--- config.mk ---
export PLATFORM = sky130hd
export DESIGN_NAME = spi_master_arbiter_flat
export DESIGN_NICKNAME = d
export VERILOG_FILES = /design/src/rtl/spi_master_arbiter_if.sv /design/src/rtl/spi_master_arbiter.sv /design/src/flat_wrapper.sv
export SDC_FILE = /design/constraint.sdc
export NUM_CORES = 1
export LEC_CHECK = 0
export CORE_MARGIN = 2
export CORE_UTILIZATION = 38
export DETAILED_ROUTE_END_ITERATION = 7
export GPL_ROUTABILITY_DRIVEN = 1
export GPL_TIMING_DRIVEN = 0
export HOLD_SLACK_MARGIN = 0.02
export PLACE_DENSITY = 0.73
export SLEW_MARGIN = 10
export SYNTH_ARGS = -nofsm -noshare
export SYNTH_HDL_FRONTEND = slang
export SYNTH_SLANG_ARGS = --single-unit
--- constraint.sdc ---
create_clock -name i_clock -period 2.7 [get_ports i_clock]
set_input_delay 0.81 -clock i_clock [delete_from_list [all_inputs] [get_ports i_clock]]
set_output_delay 0.81 -clock i_clock [all_outputs]
set_load 0.02 [all_outputs]
--- src/rtl/spi_master_arbiter_if.sv ---
// Bundle between the requesters, the arbiter and one shared spi_master.
// The arbiter uses the slave view; the requester/spi_master side uses the master view.
interface spi_master_arbiter_if #(
   parameter int NUM_REQ                 = 4,
   parameter int SPI_DATA_WIDTH          = 8,
   parameter int SPI_CLOCK_DIVIDER_WIDTH = 5
);
   logic [NUM_REQ-1:0]                         i_req;
   logic [NUM_REQ-1:0]                         i_req_lock;
   logic [NUM_REQ*SPI_DATA_WIDTH-1:0]          i_req_data;
   logic [NUM_REQ-1:0]                         i_req_cpol;
   logic [NUM_REQ-1:0]                         i_req_cpha;
   logic [NUM_REQ*SPI_CLOCK_DIVIDER_WIDTH-1:0] i_req_div;
   logic [NUM_REQ-1:0]                         o_req_ack;
   logic [NUM_REQ-1:0]                         o_req_done;
   logic [SPI_DATA_WIDTH-1:0]                  o_rsp_data;
   logic                                       o_rsp_error;
   logic [NUM_REQ-1:0]                         o_grant;
   logic                                       o_spi_enable;
   logic                                       o_spi_cpol;
   logic                                       o_spi_cpha;
   logic [SPI_CLOCK_DIVIDER_WIDTH-1:0]         o_spi_div;
   logic [SPI_DATA_WIDTH-1:0]                  o_spi_data;
   logic [SPI_DATA_WIDTH-1:0]                  i_spi_data;
   logic                                       i_spi_done;
   logic                                       i_spi_busy;

   modport slave (
      input  i_req, i_req_lock, i_req_data, i_req_cpol, i_req_cpha, i_req_div,
      input  i_spi_data, i_spi_done, i_spi_busy,
      output o_req_ack, o_req_done, o_rsp_data, o_rsp_error, o_grant,
      output o_spi_enable, o_spi_cpol, o_spi_cpha, o_spi_div, o_spi_data
   );

   modport master (
      output i_req, i_req_lock, i_req_data, i_req_cpol, i_req_cpha, i_req_div,
      output i_spi_data, i_spi_done, i_spi_busy,
      input  o_req_ack, o_req_done, o_rsp_data, o_rsp_error, o_grant,
      input  o_spi_enable, o_spi_cpol, o_spi_cpha, o_spi_div, o_spi_data
   );
endinterface

--- src/rtl/spi_master_arbiter.sv ---
// Round-robin arbiter sharing one spi_master among NUM_REQ requesters,
// with locked bursts and a watchdog on the spi_master done pulse.
module spi_master_arbiter #(
   parameter int NUM_REQ                 = 4,
   parameter int SPI_DATA_WIDTH          = 8,
   parameter int SPI_CLOCK_DIVIDER_WIDTH = 5,
   parameter int TIMEOUT_WIDTH           = 16
) (
   input logic                 i_clock,
   input logic                 i_reset,
   spi_master_arbiter_if.slave bus
);
   localparam int IDX_W = (NUM_REQ > 1) ? $clog2(NUM_REQ) : 1;
   // Last WAIT count before the terminal value: the word times out on its 2**W-1'th WAIT cycle.
   localparam logic [TIMEOUT_WIDTH-1:0] WD_LAST = {{(TIMEOUT_WIDTH-1){1'b1}}, 1'b0};

   typedef enum logic [1:0] {S_IDLE, S_START, S_WAIT} state_t;

   state_t                             state_q, state_d;
   logic [IDX_W-1:0]                   owner_q, owner_d, last_q, last_d;
   logic [IDX_W-1:0]                   win_idx, cand;
   logic                               win_found;
   logic [TIMEOUT_WIDTH-1:0]           wd_q, wd_d;
   logic [NUM_REQ-1:0]                 grant_q, grant_d, ack_q, ack_d, done_q, done_d;
   logic [SPI_DATA_WIDTH-1:0]          rsp_data_q, rsp_data_d, data_q, data_d;
   logic                               rsp_error_q, rsp_error_d, enable_q, enable_d;
   logic                               cpol_q, cpol_d, cpha_q, cpha_d;
   logic [SPI_CLOCK_DIVIDER_WIDTH-1:0] div_q, div_d;

   logic [SPI_DATA_WIDTH-1:0]          req_data [NUM_REQ];
   logic [SPI_CLOCK_DIVIDER_WIDTH-1:0] req_div  [NUM_REQ];

   for (genvar g = 0; g < NUM_REQ; g++) begin : g_unpack
      assign req_data[g] = bus.i_req_data[g*SPI_DATA_WIDTH +: SPI_DATA_WIDTH];
      assign req_div[g]  = bus.i_req_div[g*SPI_CLOCK_DIVIDER_WIDTH +: SPI_CLOCK_DIVIDER_WIDTH];
   end

   function automatic logic [IDX_W-1:0] rr_idx(input logic [IDX_W-1:0] base, input int off);
      int s;
      s = (int'(base) + off) % NUM_REQ;
      return s[IDX_W-1:0];
   endfunction

   // Search starts one past the last served requester so nobody is starved.
   always_comb begin
      // NOTE: every variable written here gets a default first, so no path can infer a latch.
      win_found = 1'b0;
      win_idx   = '0;
      cand      = '0;
      for (int k = 1; k <= NUM_REQ; k++) begin
         cand = rr_idx(last_q, k);
         if (!win_found && bus.i_req[cand]) begin
            win_found = 1'b1;
            win_idx   = cand;
         end
      end
   end

   always_comb begin
      state_d     = state_q;
      owner_d     = owner_q;
      last_d      = last_q;
      wd_d        = wd_q;
      grant_d     = grant_q;
      ack_d       = '0;
      done_d      = '0;
      rsp_error_d = 1'b0;
      rsp_data_d  = rsp_data_q;
      enable_d    = 1'b0;
      cpol_d      = cpol_q;
      cpha_d      = cpha_q;
      div_d       = div_q;
      data_d      = data_q;
      unique case (state_q)
         S_IDLE: begin
            if (win_found && !bus.i_spi_busy) begin
               owner_d = win_idx;
               grant_d = NUM_REQ'(1) << win_idx;
               cpol_d  = bus.i_req_cpol[win_idx];
               cpha_d  = bus.i_req_cpha[win_idx];
               div_d   = req_div[win_idx];
               data_d  = req_data[win_idx];
               state_d = S_START;
            end
         end
         S_START: begin
            enable_d = 1'b1;
            ack_d    = grant_q;
            wd_d     = '0;
            state_d  = S_WAIT;
         end
         S_WAIT: begin
            wd_d = wd_q + 1'b1;
            if (bus.i_spi_done) begin
               rsp_data_d = bus.i_spi_data;
               done_d     = grant_q;
               // A locked, still-requesting owner keeps the bus; only its data is reloaded.
               if (bus.i_req_lock[owner_q] && bus.i_req[owner_q]) begin
                  data_d  = req_data[owner_q];
                  state_d = S_START;
               end else begin
                  grant_d = '0;
                  last_d  = owner_q;
                  state_d = S_IDLE;
               end
            end else if (wd_q == WD_LAST) begin
               done_d      = grant_q;
               rsp_error_d = 1'b1;
               grant_d     = '0;
               last_d      = owner_q;
               state_d     = S_IDLE;
            end
         end
         default: state_d = S_IDLE;
      endcase
   end

   always_ff @(posedge i_clock) begin
      // NOTE: registers take non-blocking assignments so every flop samples pre-edge values.
      if (i_reset) begin
         state_q     <= S_IDLE;
         owner_q     <= '0;
         last_q      <= IDX_W'(NUM_REQ - 1);
         wd_q        <= '0;
         grant_q     <= '0;
         ack_q       <= '0;
         done_q      <= '0;
         rsp_data_q  <= '0;
         rsp_error_q <= 1'b0;
         enable_q    <= 1'b0;
         cpol_q      <= 1'b0;
         cpha_q      <= 1'b0;
         div_q       <= '0;
         data_q      <= '0;
      end else begin
         state_q     <= state_d;
         owner_q     <= owner_d;
         last_q      <= last_d;
         wd_q        <= wd_d;
         grant_q     <= grant_d;
         ack_q       <= ack_d;
         done_q      <= done_d;
         rsp_data_q  <= rsp_data_d;
         rsp_error_q <= rsp_error_d;
         enable_q    <= enable_d;
         cpol_q      <= cpol_d;
         cpha_q      <= cpha_d;
         div_q       <= div_d;
         data_q      <= data_d;
      end
   end

   assign bus.o_grant      = grant_q;
   assign bus.o_req_ack    = ack_q;
   assign bus.o_req_done   = done_q;
   assign bus.o_rsp_data   = rsp_data_q;
   assign bus.o_rsp_error  = rsp_error_q;
   assign bus.o_spi_enable = enable_q;
   assign bus.o_spi_cpol   = cpol_q;
   assign bus.o_spi_cpha   = cpha_q;
   assign bus.o_spi_div    = div_q;
   assign bus.o_spi_data   = data_q;
endmodule

--- src/flat_wrapper.sv ---
// flat-port wrapper written by rule: the top's interface ports become plain ports
module spi_master_arbiter_flat 
#(
   parameter int NUM_REQ                 = 4,
   parameter int SPI_DATA_WIDTH          = 8,
   parameter int SPI_CLOCK_DIVIDER_WIDTH = 5,
   parameter int TIMEOUT_WIDTH           = 16
)
  (i_clock, i_reset, bus_i_req, bus_i_req_lock, bus_i_req_data, bus_i_req_cpol, bus_i_req_cpha, bus_i_req_div, bus_i_spi_data, bus_i_spi_done, bus_i_spi_busy, bus_o_req_ack, bus_o_req_done, bus_o_rsp_data, bus_o_rsp_error, bus_o_grant, bus_o_spi_enable, bus_o_spi_cpol, bus_o_spi_cpha, bus_o_spi_div, bus_o_spi_data);
  spi_master_arbiter_if #(.NUM_REQ(NUM_REQ), .SPI_DATA_WIDTH(SPI_DATA_WIDTH), .SPI_CLOCK_DIVIDER_WIDTH(SPI_CLOCK_DIVIDER_WIDTH)) bus_i ();
  input logic i_clock;
  input logic i_reset;
  input wire logic [$bits(bus_i.i_req)-1:0] bus_i_req;
  input wire logic [$bits(bus_i.i_req_lock)-1:0] bus_i_req_lock;
  input wire logic [$bits(bus_i.i_req_data)-1:0] bus_i_req_data;
  input wire logic [$bits(bus_i.i_req_cpol)-1:0] bus_i_req_cpol;
  input wire logic [$bits(bus_i.i_req_cpha)-1:0] bus_i_req_cpha;
  input wire logic [$bits(bus_i.i_req_div)-1:0] bus_i_req_div;
  input wire logic [$bits(bus_i.i_spi_data)-1:0] bus_i_spi_data;
  input wire logic [$bits(bus_i.i_spi_done)-1:0] bus_i_spi_done;
  input wire logic [$bits(bus_i.i_spi_busy)-1:0] bus_i_spi_busy;
  output wire logic [$bits(bus_i.o_req_ack)-1:0] bus_o_req_ack;
  output wire logic [$bits(bus_i.o_req_done)-1:0] bus_o_req_done;
  output wire logic [$bits(bus_i.o_rsp_data)-1:0] bus_o_rsp_data;
  output wire logic [$bits(bus_i.o_rsp_error)-1:0] bus_o_rsp_error;
  output wire logic [$bits(bus_i.o_grant)-1:0] bus_o_grant;
  output wire logic [$bits(bus_i.o_spi_enable)-1:0] bus_o_spi_enable;
  output wire logic [$bits(bus_i.o_spi_cpol)-1:0] bus_o_spi_cpol;
  output wire logic [$bits(bus_i.o_spi_cpha)-1:0] bus_o_spi_cpha;
  output wire logic [$bits(bus_i.o_spi_div)-1:0] bus_o_spi_div;
  output wire logic [$bits(bus_i.o_spi_data)-1:0] bus_o_spi_data;
  assign bus_i.i_req = bus_i_req;
  assign bus_i.i_req_lock = bus_i_req_lock;
  assign bus_i.i_req_data = bus_i_req_data;
  assign bus_i.i_req_cpol = bus_i_req_cpol;
  assign bus_i.i_req_cpha = bus_i_req_cpha;
  assign bus_i.i_req_div = bus_i_req_div;
  assign bus_i.i_spi_data = bus_i_spi_data;
  assign bus_i.i_spi_done = bus_i_spi_done;
  assign bus_i.i_spi_busy = bus_i_spi_busy;
  assign bus_o_req_ack = bus_i.o_req_ack;
  assign bus_o_req_done = bus_i.o_req_done;
  assign bus_o_rsp_data = bus_i.o_rsp_data;
  assign bus_o_rsp_error = bus_i.o_rsp_error;
  assign bus_o_grant = bus_i.o_grant;
  assign bus_o_spi_enable = bus_i.o_spi_enable;
  assign bus_o_spi_cpol = bus_i.o_spi_cpol;
  assign bus_o_spi_cpha = bus_i.o_spi_cpha;
  assign bus_o_spi_div = bus_i.o_spi_div;
  assign bus_o_spi_data = bus_i.o_spi_data;
  spi_master_arbiter #(.NUM_REQ(NUM_REQ), .SPI_DATA_WIDTH(SPI_DATA_WIDTH), .SPI_CLOCK_DIVIDER_WIDTH(SPI_CLOCK_DIVIDER_WIDTH), .TIMEOUT_WIDTH(TIMEOUT_WIDTH)) u_core (.i_clock(i_clock), .i_reset(i_reset), .bus(bus_i));
endmodule
==> results_dict.tcl, run 1 <==
set metrics [dict create \
    rows 33 \
    power.density_mw_per_mm2 505 \
    num_vias 3159 \
    core_mm2 0.00813 \
    cp-start-kind "input pin" \
    drc_errors 0 \
    cp_data_arrival_time_ps 2920 \
    synth_area_per_cell_um2 8.71 \
    drive_gt1_frac 0.105 \
    grt.total_usage 0.213 \
    min_period_ps 2640 \
    synth.area.top_cells "dfxtp_1 (37%), mux4_2 (6.4%), nor2_1 (4.9%), mux2i_1 (4.4%), a221oi_1 (4.2%)" \
    period_share 0.976 \
    regArea_mm2 0.00118 \
    slowest_delay_ps 500 \
    yosys_warnings 0 \
    grt_use_met1 0.261 \
    post-synth-top-count-cell "dfxtp_1" \
    grt_use_met3 0.0553 \
    antenna_found_initial 0 \
    grt_max_degree 11 \
    initial_core_util 0.388 \
    synth-edff-count 0 \
    cts_tree "yes" \
    seq_area_frac_synth 0.375 \
    critPathKind "in2reg" \
    viasPerCell 5.28 \
    final_nets 575 \
    max_cap_violations 0 \
    cts_buffers 9 \
    overflow 0 \
    cp_max_fo 8 \
    grtUsageMet2 0.352 \
    synth_flop_cell "dfxtp_1" \
    gp_congestion 0.853 \
    post_drt_wl_per_cell_um 15.3 \
    drt-initial-drc-count 169 \
    slew_viol_final 0 \
    die_x_um 95.1 \
    syn_nets 448 \
    irDropWorstVdd_v 0.000310 \
    clk_path_buf_depth 2 \
    status "finished clean" \
    grt_pass1_vias 3121 \
    dieArea_mm2 0.00904 \
    fillers 731 \
    fin_skew_ps 6.07 \
    first_pass_iters 6 \
    clk_latency_ps 340 \
    tightest_slew_ps 650 \
    synth_common_cells "dfxtp_1 (59), nor2_1 (41), nand2_1 (34)" \
    whs_ps 454 \
    gr-max-usage-layer "met2" \
    syn_inst 362 \
    synth_largest_area_cell "dfxtp_1" \
    clock-sinks 59 \
    die_y_um 95.1 \
    synth_top_area_frac 0.375 \
    crit_required_ps 2990 \
    synthArstFlopShare 0 \
    n_antenna_cell 0 \
    io_pins 117 \
    dp_hpwl_um 6830 \
    setup_viol 0 \
    hp-class "reg2reg" \
    path_cells "clkdlybuf4s50_1 -> and2_1 -> mux4_2 -> and2_4 -> o21ai_1 -> nor2b_1 -> buf_2 -> a32o_1" \
    multi_input_area_mm2 0.00185 \
    fmax_ghz 0.379 \
    route.antenna.remaining_nets 0 \
    clk_pin_slew_worst_paths_ps 60 \
    max_slew_margin 0.563 \
    grt_pass1_wl_um 14800 \
    htree_levels 3 \
    cts_hold_repair.buffers 0 \
    end_kind "flop" \
    clock-root-buffer "clkbuf_8" \
    port_buffers 112 \
    post-route-util 0.576 \
    report.final.hold_viol_count 0 \
    power.static_leakage_nw 1.64 \
    syn_to_final_growth_pct 48.5 \
    yosysUniqueCellTypes 45 \
    postRouteWirelength_um 9150 \
    syn_area_mm2 0.00315 \
    ys_ff_latch 59 \
    cp_slowest_cell "mux4_2" \
]
worst paths after layout:
| check | from | endpoint | slack (ps) | cells past startpoint |
|---|---|---|---|---|
| worst max register to register | u_core.wd_q[4] | u_core.bus.o_grant[3] | 540 | 6 |
| worst min-delay path | u_core.bus.o_rsp_data[4] | u_core.bus.o_rsp_data[4] | 450 | 2 |
| worst min register to register | u_core.bus.o_rsp_data[4] | u_core.bus.o_rsp_data[4] | 450 | 2 |
| worst max-delay path | bus_i_req[1] | u_core.bus.o_spi_data[4] | 60 | 8 |
per-stage QoR:
step                power [mW]  TNS (ps)  setup WS (ps)  cells  instance area, um^2
CTS                       2.37         0           10.8    597                 4630
global placement          1.54     -5820           -425    579                 4410
global route              2.47     -19.7          -11.5    598                 4680
finish                    2.36         0           64.0    598                 4680
detailed placement        1.55     -6100           -450    579                 4410
floorplan                 1.29         0            149    362                 3150
state kept, by name (all words and copies together) (netlist names):
name,count
u_core.owner_q,2
u_core.bus.o_rsp_data,8
u_core.bus.o_spi_data,8
u_core.bus.o_spi_div,5
u_core.bus.o_rsp_error,1
u_core.wd_q,16
u_core.bus.o_req_done,4
u_core.bus.o_spi_cpha,1
u_core.bus.o_spi_enable,1
u_core.bus.o_spi_cpol,1
u_core.bus.o_grant,4
u_core.last_q,2
u_core.state_q,2
u_core.bus.o_req_ack,4
cells by family after synthesis:
family / Yosys count / share of synthesized area
simple gates: 142 / 0.219
mux: 26 / 0.119
compound gates: 83 / 0.182
xor+xnor: 10 / 0.0278
buf+inv: 36 / 0.0536
fa+ha+maj: 6 / 0.0238
flops: 59 / 0.375
per-layer routing:
layer  part of all wire  up-vias
li1                   -     1561
met2               0.48       96
met5                  0        -
met3              0.054       21
met1               0.43     1481
met4              0.029        0
cells in the final DEF, fill, tap and decap left out, types with 3 or more instances in the layout:
cell / synthesis / final
a21oi_1: 24 / 24
a221oi_1: 15 / 13
a32o_1: 8 / 8
and2_1: 8 / 8
buf_2: 6 / 5
buf_4: 3 / 8
buf_6: 2 / 3
clkbuf_1: 13 / 13
clkbuf_8: 0 / 11
clkdlybuf4s50_1: 0 / 112
dfxtp_1: 59 / 59
ha_1: 6 / 6
inv_1: 11 / 11
mux2i_1: 14 / 14
mux4_2: 9 / 9
nand2_1: 34 / 34
nand2b_1: 12 / 12
nand3_1: 8 / 8
nand4_1: 7 / 7
nor2_1: 41 / 40
nor3_1: 13 / 13
o21a_1: 7 / 7
o21ai_0: 12 / 12
o21ai_1: 4 / 4
o31ai_1: 4 / 4
or3_1: 6 / 6
xor2_1: 10 / 10
critical path: cells and delay by family:
kind / cells / cell delay, ps
AO/OA/AOI/OAI: 2 / 420
buffers and inverters: 2 / 660
multiplexers: 1 / 500
AND/OR/NAND/NOR: 3 / 520
power by group:
| part | switching (mW) | internal (mW) | total, mW |
|---|---|---|---|
| logic | 0.297 | 0.321 | 0.618 |
| clock network | 0.333 | 0.471 | 0.804 |
| registers | 0.0247 | 0.917 | 0.942 |
| total | 0.654 | 1.71 | 2.36 |
cell type report:
class                   count  share of cell area
well taps                 105              0.0281
clock inverters             2             0.00748
clock buffers              13              0.0339
inverters                  11             0.00882
plain buffers              24              0.0281
repair buffers            117               0.247
multi-input cells         267               0.394
flip-flops and latches     59               0.252
repair_timing:
item                                    4_1_cts  5_1_grt
resized for setup                             2       11
buffers inserted                              3        2
endpoints found under the setup margin       13       15
pin swaps                                     0        2
Power figures use the tool's default switching activity.
==> inputs of run 2 (changes only) <==
- CORE_MARGIN: 2 -> 4
- PLACE_DENSITY: 0.73 -> 0.7
- clock period: 2.7 -> 2.6 ns (I/O delays scaled with it)
==> run 2 against run 1 <==
Against the previous run: first-iteration DRC count shrank 12%; sequential cell count is the same; clock power grew 1%; utilization grew 1.6 points; global-route usage shrank 1.4 points; wire length grew 3.8%; hold slack gained 4.5 ps; critical path type unchanged; highest routed layer unchanged.
==> results_dict.tcl, run 2 (synthesis results as in run 1) <==
set metrics [dict create \
    power.static_leakage_nw 1.64 \
    clk_pin_slew_worst_paths_ps 70 \
    num_vias 3167 \
    hp-class "reg2reg" \
    largest_reg_flops 16 \
    finalNonFillerCells 595 \
    die_y_um 99.1 \
    slew_viol_final 0 \
    layout_commonest_cell "clkdlybuf4s50_1" \
    first_pass_iters 4 \
    grt_pass1_wl_um 15800 \
    overflow 0 \
    critPathKind "in2reg" \
    max_cap_violations 0 \
    max_slew_margin 0.540 \
    cp_slowest_cell "mux4_2" \
    path_cells "clkdlybuf4s50_1 -> and2_1 -> mux4_2 -> and2_4 -> o21ai_1 -> nor2b_1 -> buf_2 -> a32o_1" \
    initial_core_util 0.400 \
    gp_congestion 0.822 \
    route.antenna.remaining_nets 0 \
    grt.total_usage 0.200 \
    setup_viol 0 \
    grt_pass1_vias 3178 \
    post_drt_wl_per_cell_um 16.0 \
    worst_slack_ps 127 \
    n_antenna_cell 0 \
    regArea_mm2 0.00118 \
    port_buffers 112 \
    antenna_found_initial 0 \
    fmax_ghz 0.404 \
    final_cell_mix "clkdlybuf4s50_1 (111), dfxtp_1 (59), nor2_1 (40)" \
    cp_data_arrival_time_ps 2750 \
    dieArea_mm2 0.00982 \
    multi_input_area_mm2 0.00184 \
    min_period_ps 2470 \
    htree_levels 3 \
    report.final.hold_viol_count 0 \
    fillers 715 \
    viasPerCell 5.32 \
    clock-root-buffer "clkbuf_8" \
    slowest_delay_ps 490 \
    placed_cell_area_mm2 0.00440 \
    postLayoutCellArea_mm2 0.00467 \
    cp_max_fo 8 \
    syn_to_final_growth_pct 48.1 \
    grt_max_degree 12 \
    drt-initial-drc-count 148 \
    dp_hpwl_um 7180 \
    clk_path_buf_depth 2 \
    cts_hold_repair.buffers 0 \
    dpl.cell_count 576 \
    tightest_slew_ps 683 \
    die_x_um 99.1 \
    irDropWorstVdd_v 0.000286 \
    fin_skew_ps 7.77 \
    clk_latency_ps 340 \
    period_share 0.951 \
    power.density_mw_per_mm2 520 \
    cts_buffers 9 \
    clock-sinks 59 \
    drc_errors 0 \
    rsz0062_at_grt "false" \
    whs_ps 459 \
    crit_required_ps 2880 \
    regMostFlops "u_core.wd_q" \
    drive_gt1_frac 0.110 \
    core_mm2 0.00789 \
    post-place-ws_ps -552 \
    final_nets 574 \
    rows 32 \
    postRouteWirelength_um 9500 \
    cts_tree "yes" \
    io_pins 117 \
    cp-start-kind "input pin" \
    end_kind "flop" \
    status "finished clean" \
]
[run 2: cell count changes in the layout (fill, tap and decap cells not counted), sizes merged]
cell / previous run / this run
clkbuf: 25 / 21
clkinv: 1 / 4
clkinvlp: 0 / 2
buf: 17 / 16
clkdlybuf4s50: 112 / 111
dlymetal6s2s: 0 / 1
[run 2: stage by stage]
stage          TNS, ps  power [mW]  utilization
2_1_floorplan        0        1.34            -
3_3_place_gp     -7460        1.61        0.558
3_5_place_dp     -8520        1.62        0.558
4_1_cts          -52.6        2.45        0.588
5_1_grt              0        2.55        0.592
6_report             0        2.43        0.592
[run 2: power by group]
part / total (mW) / switching, mW / internal, mW / leakage [nW]
logic: 0.638 / 0.306 / 0.332 / 1.07
clock network: 0.814 / 0.376 / 0.438 / 0.0950
registers: 0.978 / 0.0260 / 0.952 / 0.480
[run 2: path summary, 6_finish.rpt]
kind,slack (ps),cells past startpoint,start,endpoint
worst max-delay path,130,8,bus_i_req_lock[1],u_core.bus.o_spi_data[3]
worst min-delay path,460,2,u_core.bus.o_rsp_data[5],u_core.bus.o_rsp_data[5]
worst max register to register,480,8,u_core.last_q[0],u_core.bus.o_spi_data[3]
worst min register to register,460,2,u_core.bus.o_rsp_data[5],u_core.bus.o_rsp_data[5]
[run 2: worst max-delay path, delay by kind of cell]
family                 cells  cell delay (ps)
buffers and inverters      2              640
and+or+nand+nor            3              490
muxes                      1              490
AOI/OAI and AO/OA          2              350
[run 2: what timing repair did]
item,CTS,global route
cloned,0,1
buffers inserted,3,0
setup endpoints to repair,15,15
pin swaps,0,3
resized for setup,6,6
[run 2: area by class of cell]
cell class | count | share of cell area
Clock buffer | 9 | 0.0265
Sequential cell | 59 | 0.253
Clock inverter | 7 | 0.0147
Timing Repair Buffer | 116 | 0.247
Multi-Input combinational cell | 267 | 0.395
Tap cell | 102 | 0.0273
Inverter | 11 | 0.00884
Buffer | 24 | 0.0281
[run 2: metal layers]
layer / routed length, um / GRT usage / vias to the layer above
li1: - / - / 1558
met5: 0 / 0 / -
met3: 549 / 0.0568 / 14
met1: 4040 / 0.236 / 1503
met2: 4710 / 0.346 / 92
met4: 193 / 0.0672 / 0
==> inputs of run 3 (changes only) <==
- CORE_MARGIN: 4 -> default
==> run 3 against run 2 <==
Against the previous run: die area fell by 12%; cell count did not move; combinational power fell by 1%; hold slack got worse by 2.5 ps; largest power group unchanged; highest routed layer unchanged.
==> results_dict.tcl, run 3 (synthesis results as in run 1) <==
set metrics [dict create \
    n_antenna_cell 0 \
    min_period_ps 2480 \
    clk_path_buf_depth 2 \
    antenna_found_initial 0 \
    die_y_um 93.1 \
    first_pass_iters 4 \
    slowest_delay_ps 470 \
    slew_viol_final 0 \
    viasPerCell 5.35 \
    tightest_slew_ps 721 \
    core_mm2 0.00789 \
    cp_slowest_cell "mux4_2" \
    crit_required_ps 2880 \
    p_seq_frac 0.415 \
    clk_latency_ps 340 \
    cp_data_arrival_time_ps 2760 \
    max_slew_margin 0.515 \
    clock-root-buffer "clkbuf_8" \
    irDropWorstVdd_v 0.000323 \
    grt_pass1_wl_um 15000 \
    grt_pass1_vias 3193 \
    fin_skew_ps 3.60 \
    drive_gt1_frac 0.0994 \
    die_x_um 93.1 \
    setup_viol 0 \
    end_kind "flop" \
    hp-class "reg2reg" \
    switchingPower_mw 0.704 \
    clock-sinks 59 \
    cts_hold_repair.buffers 0 \
    route.antenna.remaining_nets 0 \
    rows 32 \
    post_drt_wl_per_cell_um 15.4 \
    postRouteWirelength_um 9170 \
    power.internal_mw 1.65 \
    largest_reg_flops 16 \
    num_vias 3183 \
    syn_to_final_growth_pct 46.5 \
    io_pins 117 \
    cp-start-kind "input pin" \
    power.density_mw_per_mm2 509 \
    port_buffers 112 \
    grt.total_usage 0.222 \
    drc_errors 0 \
    fmax_ghz 0.404 \
    cts_buffers 9 \
    status "finished clean" \
    layout_commonest_cell "clkdlybuf4s50_1" \
    dieArea_mm2 0.00867 \
    path_cells "clkdlybuf4s50_1 -> and2_1 -> mux4_2 -> and2_4 -> o21ai_1 -> nor2b_1 -> buf_2 -> a32o_1" \
    dp_hpwl_um 6890 \
    drt-initial-drc-count 143 \
    htree_levels 3 \
    finalPower_mw 2.35 \
    gp_congestion 0.810 \
    rsz0062_at_grt "false" \
    p_sw_frac 0.299 \
    period_share 0.952 \
    power.static_leakage_nw 1.61 \
    clk_pin_slew_worst_paths_ps 70 \
    combPwrFrac 0.267 \
    initial_core_util 0.400 \
    cp_max_fo 8 \
    report.final.hold_viol_count 0 \
    final_nets 574 \
    final_cell_mix "clkdlybuf4s50_1 (111), dfxtp_1 (59), nor2_1 (40)" \
    finalNonFillerCells 595 \
    regMostFlops "u_core.wd_q" \
    cts_tree "yes" \
    critPathKind "in2reg" \
    clkPwrFrac 0.317 \
    max_cap_violations 0 \
    grt_max_degree 12 \
    overflow 0 \
    dpl.cell_count 576 \
]
[run 3: power by group through the flow]
stage               Combinational (mW)  Clock [mW]  Sequential, mW
floorplan                        0.289           0            1.05
global placement                 0.607           0           0.997
detailed placement               0.617           0           0.998
CTS                              0.631       0.771           0.977
global route                     0.677       0.818           0.983
finish                           0.629       0.747           0.977
[run 3: worst paths after layout]
check                           startpoint                       end  slack [ps]  cells past startpoint
hold reg to reg   u_core.bus.o_rsp_data[1]  u_core.bus.o_rsp_data[1]         460                      2
hold / removal    u_core.bus.o_rsp_data[1]  u_core.bus.o_rsp_data[1]         460                      2
setup reg to reg          u_core.last_q[0]  u_core.bus.o_spi_data[7]         430                      7
setup / recovery         bus_i_req_lock[0]  u_core.bus.o_spi_data[2]         120                      8
[run 3: area by class of cell]
type	instances	area [um^2]
multi-input cells	267	1810
inverters	11	41.3
clock inverters	6	41.3
plain buffers	24	131
fillers	758	3270
clock buffers	10	138
flip-flops and latches	59	1180
repair buffers	116	1150
well taps	102	128
[run 3: worst max-delay path, delay by kind of cell]
family / cells / cell delay [ps]
and+or+nand+nor: 3 / 520
buffers and inverters: 2 / 630
muxes: 1 / 470
AOI/OAI and AO/OA: 2 / 350
[run 3: stage by stage]
step | area [um^2] | hold WS (ps) | setup TNS, ps | setup WS [ps] | utilization
finish | 4620 | 456 | 0 | 124 | 0.586
global route | 4620 | 481 | 0 | 3.60 | 0.586
CTS | 4620 | 459 | 0 | 27.3 | 0.586
detailed placement | 4400 | 448 | -8460 | -537 | 0.558
global placement | 4400 | 441 | -7210 | -477 | 0.558
floorplan | 3150 | 470 | 0 | 79.0 | -
[run 3: repair_timing]
action / in CTS / in global routing
endpoints found under the setup margin: 14 / 8
resized for setup: 6 / 0
setup buffers: 4 / 0
[run 3: routing by layer]
metal,routed length [um],track usage,vias to the layer above
li1,-,-,1557
met1,3830,0.257,1482
met2,4420,0.376,117
met3,588,0.0577,27
met4,335,0.113,0
met5,0,0,-
==> RTL edit 1: new RTL, config.mk and constraints of run 2 <==
`NUM_REQ` is set to 4 in 3 places; all go to 8.
--- a/src/rtl/spi_master_arbiter_if.sv
+++ b/src/rtl/spi_master_arbiter_if.sv
@@ -2,5 +2,5 @@
 // The arbiter uses the slave view; the requester/spi_master side uses the master view.
 interface spi_master_arbiter_if #(
-   parameter int NUM_REQ                 = 4,
+   parameter int NUM_REQ                 = 8,
    parameter int SPI_DATA_WIDTH          = 8,
    parameter int SPI_CLOCK_DIVIDER_WIDTH = 5
--- a/src/rtl/spi_master_arbiter.sv
+++ b/src/rtl/spi_master_arbiter.sv
@@ -2,5 +2,5 @@
 // with locked bursts and a watchdog on the spi_master done pulse.
 module spi_master_arbiter #(
-   parameter int NUM_REQ                 = 4,
+   parameter int NUM_REQ                 = 8,
    parameter int SPI_DATA_WIDTH          = 8,
    parameter int SPI_CLOCK_DIVIDER_WIDTH = 5,
--- a/src/flat_wrapper.sv
+++ b/src/flat_wrapper.sv
@@ -2,5 +2,5 @@
 module spi_master_arbiter_flat 
 #(
-   parameter int NUM_REQ                 = 4,
+   parameter int NUM_REQ                 = 8,
    parameter int SPI_DATA_WIDTH          = 8,
    parameter int SPI_CLOCK_DIVIDER_WIDTH = 5,
Ports: changed (9 resized); port bits go from 117 to 197. The function was not compared with the original's and may differ.
==> RTL edit 1 against run 2 <==
The run now ends with setup timing left. Sequential cell count up 14. Design area up 94%. Fmax down 28%. Count of clock-buffer cells in the layout unchanged. Synthesized area up 68%. Total power up 150%. Non-clock buffer count up 153. Routed wire length up 110%. Utilization up 8.3 points. Clock skew down 0.0013 ns. Worst setup slack worse by 0.94 ns. Global-route usage up 3.6 points. Largest cell class unchanged.
==> RTL edit 1: results (changes against run 2) <==
[worst_setup_path]
cp_top_family = multiplexers
rr_worst_depth = 14  ; +6
crit_path_max_incr_delay_ns = 0.40  ; -0.09 ns
crit_end = u_core.bus.o_spi_data[5]
path_max_fanout = 6  ; -2

[clock_tree]
post_cts_buffers = 40  ; +37
postCtsResizedCells = 116  ; +110
cts-root-buf = clkbuf_16

[placed_design]
hpwl_mm = 14.4  ; +100%
io_buffer_count = 196  ; +75%
pre_cts_slack_ns = -1.64  ; -1.08 ns
dp_cells = 916  ; +59%
place.gp.congestion = 0.897  ; +9.1%

[outcome]
violations = setup timing
status = finished, violations left

[detailed_routing]
met1Wirelength_mm = 8.23  ; +100%
routed_wl_mm = 19.8  ; +110%
wire_per_inst_um = 20.0  ; +25%
dr.pass1.iters = 7  ; +3
first_iter_violations = 312  ; +110%

[global_routing]
use_met3_pct = 7.41  ; +1.7 points
track_usage_pct = 23.6  ; +3.6 points
grt_pass1_vias = 5735  ; +80%
use_met1_pct = 29.4  ; +5.8 points
grt_pass1_wl_mm = 30.4  ; +92%
grt_max_degree = 15  ; +3

[timing]
clock_skew_ns = 0.00649  ; -0.00128 ns
setup_viol = 28  ; +28
worst_slack_ns = -0.811  ; -0.939 ns
final.setup.tns_ns = -19.48  ; -19.48 ns

[power_and_ir_drop]
leakagePower_uw = 0.00342  ; +110%
p_sw_share_pct = 34.5  ; +5.3 points
irDropWorstVdd_mv = 0.395  ; +38%

[cells_and_area]
fillers = 1033  ; +44%
nets = 968  ; +69%

[yosys]
synth_nets = 700  ; +56%
synthTopCellsByArea = dfxtp_1 28%, mux4_2 11%, mux2i_1 8.5%
synth_cells = 544  ; +50%
synth_cell_type_count = 67  ; +49%

-- RTL edit 1: area by class of cell --
cell class / instances / area [um^2] / area share, %
sequential: 73 / 1470 / 16.2
clock inverter: 7 / 103 / 1.13
tap: 176 / 220 / 2.42
inverter: 16 / 67.6 / 0.744
timing repair buffer: 260 / 2690 / 29.6
multi-input combinational: 419 / 3960 / 43.6
clock buffer: 9 / 225 / 2.48
buffer: 33 / 352 / 3.87
-- RTL edit 1: cells by family (layout without fill, tap and decap cells) --
family | count (synthesis) | in the layout | synth area share (%)
buf+inv | 52 | 325 | 5.86
mux | 112 | 112 | 29.1
compound gates | 96 | 96 | 13.8
xor+xnor | 17 | 17 | 2.81
fa+ha+maj | 8 | 8 | 1.89
flops | 73 | 73 | 27.6
simple gates | 186 | 186 | 19.0
-- RTL edit 1: how the worst min path moves through the flow --
stage	start	end	slack, ns
after floorplan	u_core.state_q[0]	u_core.state_q[0]	0.47
after global placement	u_core.bus.o_rsp_data[7]	u_core.bus.o_rsp_data[7]	0.44
after detailed placement	u_core.bus.o_rsp_data[1]	u_core.bus.o_rsp_data[1]	0.45
after CTS	u_core.bus.o_rsp_data[5]	u_core.bus.o_rsp_data[5]	0.46
after global routing	u_core.bus.o_rsp_data[2]	u_core.bus.o_rsp_data[2]	0.48
final	u_core.bus.o_rsp_data[5]	u_core.bus.o_rsp_data[5]	0.46
-- RTL edit 1: power groups by stage --
stage	Combinational (uW)	Sequential, uW	Clock (uW)
2_1_floorplan	1440	1410	0
6_report	3290	1300	1370
3_5_place_dp	2330	1320	0
5_1_grt	3450	1310	1430
4_1_cts	3050	1300	1390
3_3_place_gp	2280	1320	0
==> RTL edit 2: new RTL, flow settings as in run 2 <==
Made on the original files. Encoding of `state_t`: now one-hot (3 bits for 3 states).
--- a/src/rtl/spi_master_arbiter.sv
+++ b/src/rtl/spi_master_arbiter.sv
@@ -15,5 +15,5 @@
    localparam logic [TIMEOUT_WIDTH-1:0] WD_LAST = {{(TIMEOUT_WIDTH-1){1'b1}}, 1'b0};
 
-   typedef enum logic [1:0] {S_IDLE, S_START, S_WAIT} state_t;
+   typedef enum logic [2:0] {S_IDLE = 3'b001, S_START = 3'b010, S_WAIT = 3'b100} state_t;
 
    state_t                             state_q, state_d;
Check against the original RTL: same outputs for any inputs over 4 cycles, from zero or initial values and one cycle with i_reset high; so few cycles prove little.
==> RTL edit 2 against run 2 <==
Cell count up 2.5%. Design area is 2.1% higher. Synthesized area increased by 2.7%. Sequential cell count rose by 1. Sequential power decreased by 0.7%. Sequential share of layout area down 0.098 points. Register-to-register slack better by 0.12 ns. Worst setup slack lost 0.089 ns. Clock power up 2.9%. Highest routed layer unchanged. Clock skew grew 0.0021 ns. Critical path type unchanged. Routed wire length up 9.0%. Total power decreased by 6.9%.
==> RTL edit 2: results (changes against run 2) <==
[outcome]
status = complete, no violations

[yosys]
synthTopCellsByArea = dfxtp_1 37%, nand2_1 6.1%, mux4_2 5.6%
avgSynthCellArea_um2 = 8.68  ; -0.29%
synth_common_cells = 60 x dfxtp_1, 53 x nand2_1, 42 x nor2_1
seq_area_frac_synth_pct = 37.1  ; -0.38 points
synth-main-ff-cell = dfxtp_1
synth_cell_type_count = 55  ; +22%
synth_nets = 455  ; +1.6%

[placed_design]
hpwl_mm = 7.78  ; +8.4%
dp_cells = 593  ; +3.0%
io_buffer_count = 115  ; +2.7%
pre_cts_slack_ns = -0.518  ; +0.0337 ns
dpl_cell_area_mm2 = 0.00452  ; +2.7%
place.gp.congestion = 0.915  ; +11%

[global_routing]
use_met1_pct = 26.7  ; +3.0 points
grt_pass1_wl_mm = 16.5  ; +4.3%
grt_pass1_vias = 3395  ; +6.8%
grt_max_degree = 11  ; -1
grt_use_met2_pct = 31.7  ; -3.0 points
track_usage_pct = 20.5  ; +0.56 points
use_met3_pct = 6.88  ; +1.2 points

[clock_tree]
cts_buffers = 9  ; unchanged

[power_and_ir_drop]
pg_comb_uw = 455  ; -29%
irDropWorstVdd_mv = 0.265  ; -7.5%
leakagePower_uw = 0.00173  ; +5.5%
p_total_uw = 2260  ; -6.9%
seq_power_uw = 971  ; -0.7%
p_sw_share_pct = 25.9  ; -3.3 points

[detailed_routing]
wl_met3_um = 878  ; +60%
first_iter_violations = 220  ; +49%
wl_met2_mm = 4.71  ; -0.17%
met1Wirelength_mm = 4.49  ; +11%
routed_via_density = 5.67  ; +6.5%
wire_per_inst_um = 17.0  ; +6.3%

[timing]
tightest_slew_ns = 0.605  ; -0.0782 ns
clock_skew_ns = 0.00992  ; +0.00215 ns

[cells_and_area]
fin_cells = 610  ; +2.5%
fillers = 768  ; +7.4%
drive_above_1_share_pct = 11.1  ; +0.14 points

[worst_setup_path]
slowest_stage = clkdlybuf4s50_1
path_max_fanout = 10  ; +2
crit_path_max_incr_delay_ns = 0.56  ; +0.07 ns
cp.arrival_ns = 2.78  ; +0.03 ns

==> RTL edit 2: cell types whose count changed after synthesis, moves of 8 or more <==
cell,delta
a211oi_1,+10
a21o_1,+10
a221oi_1,-14
a311oi_1,+12
a32o_1,-8
mux2i_1,-10
nand2_1,+19
nand2b_1,-10
nand3b_1,+8
o21ai_0,-9
o22ai_1,+11
xor2_1,-10
==> RTL edit 2: layout make-up <==
type	count	area, um^2	area share (%)
multi-input combinational	282	1940	40.6
sequential	60	1200	25.2
timing repair buffer	118	1170	24.6
clock buffer	12	155	3.25
tap	105	131	2.76
buffer	26	116	2.44
clock inverter	2	35.0	0.735
inverter	5	18.8	0.394
==> RTL edit 2: worst paths after layout <==
path                                  from                       end  slack, ns  cells after the start
setup / recovery              bus_i_req[3]  u_core.bus.o_spi_data[4]       0.04                      8
hold / removal    u_core.bus.o_rsp_data[7]  u_core.bus.o_rsp_data[7]       0.45                      2
setup reg to reg         u_core.state_q[2]  u_core.bus.o_spi_data[7]       0.60                      6
hold reg to reg   u_core.bus.o_rsp_data[7]  u_core.bus.o_rsp_data[7]       0.45                      2
==> RTL edit 2: logic make-up after synthesis <==
kind of cell / after synthesis / share of synthesized area [%]
flip-flops: 60 / 37.1
adder cells (fa/ha/maj): 2 / 0.772
AND/OR/NAND/NOR: 161 / 24.7
multiplexers: 14 / 7.49
buffers and inverters: 31 / 4.06
AO/OA/AOI/OAI: 105 / 25.9
==> RTL edit 2: repair_timing <==
item / in CTS / in global routing
endpoints found under the setup margin: 8 / 20
hold buffers: 0 / 0
resized for setup: 2 / 3
gates cloned: 0 / 0
setup buffers: 2 / 1
pin swaps: 2 / 1
